## config.mk

```make
export PLATFORM = sky130hd
export DESIGN_NAME = qadd
export DESIGN_NICKNAME = d
export VERILOG_FILES = /design/src/rtl/qadd.sv
export SDC_FILE = /design/constraint.sdc
export NUM_CORES = 1
export LEC_CHECK = 0
export CAP_MARGIN = 25
export CORE_MARGIN = 2
export CORE_UTILIZATION = 53
export CTS_CLUSTER_SIZE = 14
export DETAILED_ROUTE_END_ITERATION = 8
export PLACE_DENSITY = 0.92
export SLEW_MARGIN = 20
export SYNTH_ARGS = -nofsm -noshare
export SYNTH_HDL_FRONTEND = slang
export SYNTH_SLANG_ARGS = --single-unit
```

## constraint.sdc

```tcl
create_clock -name clk -period 1.35 [get_ports clk]
set_clock_uncertainty 0.2 [all_clocks]
set_input_delay 0.27 -clock clk [delete_from_list [all_inputs] [get_ports clk]]
set_output_delay 0.27 -clock clk [all_outputs]
set_load 0.01 [all_outputs]
```

## src/rtl/qadd.sv

```systemverilog
// Registered signed adder/subtractor at 2*DWIDTH bits with optional saturation,
// per-result overflow and a sticky overflow flag that ovf_clr clears.
module qadd #(
  parameter int DWIDTH   = 8,
  parameter bit SATURATE = 1'b1
) (
  input  logic                  clk,
  input  logic                  rst_n,
  input  logic                  in_valid,
  input  logic                  sub,
  input  logic [2*DWIDTH-1:0]   a,
  input  logic [2*DWIDTH-1:0]   b,
  input  logic                  ovf_clr,
  output logic [2*DWIDTH-1:0]   c,
  output logic                  out_valid,
  output logic                  ovf,
  output logic                  ovf_sticky
);

  localparam int W = 2 * DWIDTH;

  logic [W:0]   a_ext, b_ext, s;
  logic         ovf_int;
  logic [W-1:0] c_d;
  logic [W-1:0] c_q;
  logic         out_valid_q, ovf_q, ovf_sticky_q;

  // One extra bit keeps the exact sum, including a - (-2^(W-1)).
  always_comb begin
    a_ext   = {a[W-1], a};
    b_ext   = {b[W-1], b};
    s       = sub ? (a_ext - b_ext) : (a_ext + b_ext);
    ovf_int = s[W] ^ s[W-1];
    c_d     = s[W-1:0];
    if (SATURATE && ovf_int) begin
      c_d = s[W] ? {1'b1, {(W-1){1'b0}}} : {1'b0, {(W-1){1'b1}}};
    end
  end

  always_ff @(posedge clk or negedge rst_n) begin
    if (!rst_n) begin
      c_q          <= '0;
      out_valid_q  <= 1'b0;
      ovf_q        <= 1'b0;
      ovf_sticky_q <= 1'b0;
    end else begin
      out_valid_q <= in_valid;
      if (in_valid) begin
        c_q   <= c_d;
        ovf_q <= ovf_int;
      end
      // A new overflow takes priority over a simultaneous clear.
      if (in_valid && ovf_int) begin
        ovf_sticky_q <= 1'b1;
      end else if (ovf_clr) begin
        ovf_sticky_q <= 1'b0;
      end
    end
  end

  assign c          = c_q;
  assign out_valid  = out_valid_q;
  assign ovf        = ovf_q;
  assign ovf_sticky = ovf_sticky_q;

endmodule

```

==> metrics.yaml, run 1 <==
die:
  num_rows: 22
  fp.dieW_um: 66.0
  ios: 56
  die_y_um: 66.0
  initial_core_util: 0.552
placement:
  gp_congestion: 0.847
  io_buffers: 55
  dpl.hpwl_um: 5310
  place_area_sq_um: 3170
synth:
  yosys.area_share.simple: 0.145
  yosys_warnings: 0
  synth_area_sq_um: 2040
  synthMuxAreaShare: 0.0104
  synth_cell_types: 52
  synth_ff_type: "dfrtp_1"
  yosysSeqAreaShare: 0.233
  syn-num-nets: 294
  ys_ff_latch: 19
  syn_inst: 239
  async_flop_share: 1.00
  synth_xor_area_frac: 0.119
  synth_edf_count: 0
  synth_top_family_by_area: "compound AO/OA/AOI/OAI gates"
  synth_area_per_cell_sq_um: 8.52
  synth-compound-area-share: 0.308
  yosys.area_share.adder: 0.114
clock_tree:
  cts_buffers: 3
  cts-root-buf: "clkbuf_8"
  h-tree-depth: 1
  cts_sinks: 19
  cts_max_path_buffers: 2
  cts_hold_buf: 0
sta:
  worst-ep-kind: "sequential cell input"
  grt_worst_setup_endpoint: "c[1]$_DFFE_PN0P_/D"
outcome:
  stop_stage: "5_1_grt"
  error_line: "[ERROR GRT-0232] Routing congestion too high. Check the congestion heatmap in the GUI."
  status: "aborted with a tool error"
grt:
  overflow: 183
  grt_max_degree: 20
  track_usage: 0.799
routing by layer:
metal,GRT usage,overflow
met1,0.755,4
met2,1.09,114
met3,0.438,3
met4,1.00,62
met5,0,0
cell usage after synthesis (all sizes together) (2+ instances only):
cell,n,area share
nand2b,2,0.0061
nand4,2,0.0061
buf,6,0.020
nor4,3,0.024
and2,2,0.0074
a21o,6,0.022
nand2,12,0.022
inv,22,0.041
nand3,5,0.012
xor2,8,0.034
ha,17,0.10
a21oi,32,0.080
nor3,5,0.012
dfrtp,19,0.23
xnor2,17,0.073
o21bai,2,0.0074
o21ai,14,0.040
a211oi,6,0.022
clkbuf,5,0.0092
o22ai,15,0.077
nor2,15,0.028
cell families after synthesis:
| family | after synthesis |
|---|---|
| buffers and inverters | 33 |
| AND/OR/NAND/NOR | 52 |
| multiplexers | 2 |
| adder cells (fa/ha/maj) | 18 |
| AO/OA/AOI/OAI | 89 |
| XOR/XNOR | 26 |
| flip-flops | 19 |
stage by stage:
stage,utilization,worst slack (ns),TNS (ns),std cells
detailed placement,0.859,-2.78,-48.80,401
global placement,0.859,-2.61,-46.40,401
CTS,0.942,-1.98,-34.94,418
floorplan,-,-2.05,-35.75,239
repair_timing:
item | CTS
pin swaps | 27
buffers inserted | 12
setup endpoints to repair | 37
resized for setup | 102
cloned | 1
==> inputs of run 2 (changes only) <==
Settings changed: CORE_UTILIZATION 53 to 40, CTS_CLUSTER_SIZE 14 to default, PLACE_DENSITY 0.92 to default, PLACE_DENSITY_LB_ADDON from default to 0.15.
==> metrics.yaml, run 2 <==
setup_path:
  critPathMaxFanout: 7
  r2r-end: "ovf_sticky$_DFFE_PN0P_"
  start_kind: "primary input"
  r2r_slack_ns: 0.32
  crit_end: "c[8]$_DFFE_PN0P_"
  arrival_ns: 3.26
  r2r-start: "ovf_sticky$_DFFE_PN0P_"
  required_ns: 1.29
  reg2regPathDepth: 2
  path_class: "primary input to flip-flop"
  endpoint_kind: "flip-flop"
  crit_start: "b[1]"
pwr:
  power_density_nw_per_um2: 1080
  p_total_mw: 3.76
  power_leakage_nw: 1.64
  irDropWorstVdd_v: 0.000575
grt:
  grt_pass1_wl_um: 9150
  antenna_found_initial: 0
  track_usage: 0.200
  grt_pass1_vias: 2153
  grt_max_degree: 20
  overflow: 0
detailed_routing:
  vias: 2204
  drtPass1Iterations: 4
  routedWlPerCell_um: 12.2
  drt_iter0_markers: 97
  wirelength_um: 5430
  via_per_inst: 4.94
  drc: 0
  ant_nets: 0
synth:
  synth_xor_area_frac: 0.119  # unchanged
  synth_ff_type: "dfrtp_1"
  yosys_warnings: 0  # unchanged
  yosys.area_share.adder: 0.114  # unchanged
  synth_area_leaders: "dfrtp_1 23%, ha_1 10%, a21oi_1 7.6%"
  synth_cell_types: 52  # unchanged
  async_flop_share: 1.00  # unchanged
  yosys.area_share.simple: 0.145  # unchanged
  synth_top_cell_area_share: 0.233  # unchanged
  syn_inst: 239  # unchanged
  yosysSeqAreaShare: 0.233  # unchanged
  ys_ff_latch: 19  # unchanged
  syn-num-nets: 294  # unchanged
  synth_area_per_cell_sq_um: 8.52  # unchanged
  synth-compound-area-share: 0.308  # unchanged
  ys_top_cells_by_count: "31 x a21oi_1, 22 x inv_1, 19 x dfrtp_1"
  synth_area_sq_um: 2040  # unchanged
  synthMuxAreaShare: 0.0104  # unchanged
  synth_top_area_cell: "dfrtp_1"
  synth_edf_count: 0  # unchanged
  synth_top_family_by_area: "compound AO/OA/AOI/OAI gates"
  yosysMostFrequentCell: "a21oi_1"
clock_tree:
  h-tree-depth: 1  # unchanged
  path_clk_slew_ns: 0.07
  cts_max_path_buffers: 2  # unchanged
  cts_tree: "built"
  clk_latency_ns: 0.26
  cts_sinks: 19  # unchanged
  cts-root-buf: "clkbuf_8"
  cts_buffers: 3  # unchanged
sta:
  setup_violations: 18
  slew_headroom: 0.766
  max_freq_ghz: 0.302
  period_minus_slack_ns: 3.31
  tns_ns: -34.68
  finalHoldViolations: 0
  setup_ws_ns: -1.96
  rsz0062_at_grt: "true"
  slew_violations: 0
  worst_pin_slew_ns: 0.349
  fin_crit_sh: 2.46
final_layout:
  largest_register_ffs: 16
  multiInputGateArea_sq_um: 1570
  final_cell_mix: "84 x buf_4, 23 x a21oi_1, 22 x clkdlybuf4s50_1, 20 x inv_1, 19 x dfrtp_1"
  final_common_cell: "buf_4"
  drive_gt1_frac: 0.451
  nets: 435
  fin_util: 0.719
  n_fill_cell: 416
  syn_to_final_growth_pct: 70.1
  ff_latch_area_sq_um: 475
  diodes: 0
  fin_cells: 446
min_path:
  min_path_type: "primary input to asynchronous set/reset pin"
placement:
  dpl.hpwl_um: 4260  # -20%
  gp_congestion: 0.814  # -3.9%
  io_buffers: 55  # unchanged
  place_ws_ns: -2.79  # -0.0160 ns
  place_inst: 426  # +6.2%
die:
  die_y_um: 75.4  # +14%
  num_rows: 25  # +14%
  fp.dieW_um: 75.4  # +14%
  ios: 56  # unchanged
  initial_core_util: 0.423  # -0.129
  die-area_sq_um: 5680
  coreArea_sq_um: 4820
outcome:
  violations: "setup timing"
  status: "finished with violations"
flow_run:
  drv_cap: 0
run 2: cell counts after synthesis:
No cell type changed its count.
run 2: stage by stage:
stage	hold slack, ns	instance area (sq um)
2_1_floorplan	-0.226	2110
3_3_place_gp	0.308	3260
3_5_place_dp	0.312	3260
4_1_cts	0.157	3510
5_1_grt	0.159	3470
6_report	0.148	3470
run 2: worst min path at each step:
stage                                 from                      to  slack (ns)  cells past startpoint
finish                               rst_n       c[12]$_DFFE_PN0P_        0.15                      2
global route                         rst_n       c[13]$_DFFE_PN0P_        0.16                      2
CTS                                  rst_n        c[5]$_DFFE_PN0P_        0.16                      2
detailed placement  ovf_sticky$_DFFE_PN0P_  ovf_sticky$_DFFE_PN0P_        0.31                      1
global placement    ovf_sticky$_DFFE_PN0P_  ovf_sticky$_DFFE_PN0P_        0.31                      1
floorplan                            rst_n        c[0]$_DFFE_PN0P_       -0.23                      0
run 2: cell type report:
class,count,area share
clock buffer,3,0.0119
clock inverter,1,0.00144
tap,67,0.0242
timing repair buffer,147,0.345
sequential,19,0.137
inverter,22,0.0289
multi-input combinational,187,0.452
run 2: cells by family after synthesis:
| family | after synthesis |
|---|---|
| buf+inv | 33 |
| mux | 2 |
| xor+xnor | 26 |
| fa+ha+maj | 18 |
| simple gates | 52 |
| compound gates | 89 |
| flops | 19 |
run 2: worst max-delay path, stage by stage:
cell and delay [ns]:
buf_12 0.11, inv_12 0.04, ha_4 0.11, nor4b_4 0.23
nand2_1 0.10, o21bai_2 0.21, o21ai_1 0.11, xnor2_1 0.14
ha_1 0.32, and3_4 0.20, nand2_2 0.06, or2_4 0.23
o221ai_2 0.19, xnor3_2 0.34, buf_6 0.16, o21ai_4 0.19
clkbuf_16 0.19, o22ai_2 0.06
run 2: where the power goes:
group / switching [mW] / internal [mW] / leakage, nW
sequential: 0.104 / 0.766 / 0.229
combinational: 1.16 / 1.33 / 1.38
clock: 0.193 / 0.206 / 0.0255
total: 1.46 / 2.30 / 1.64
run 2: timing repair:
action,4_1_cts,5_1_grt
cloned,1,0
setup endpoints to repair,37,36
hold buffers,0,0
setup buffers,13,3
pin swaps,22,10
gates resized for setup,93,44
run 2: metal layers:
layer / global-route usage / part of all wire / vias to the layer above
met3: 0.0106 / 0.038 / 6
met1: 0.257 / 0.45 / 991
li1: - / - / 1150
met4: 0.0312 / 0.0085 / 0
met2: 0.376 / 0.50 / 57
met5: 0 / 0 / -
Note: power is estimated with default switching activity, not from simulation.
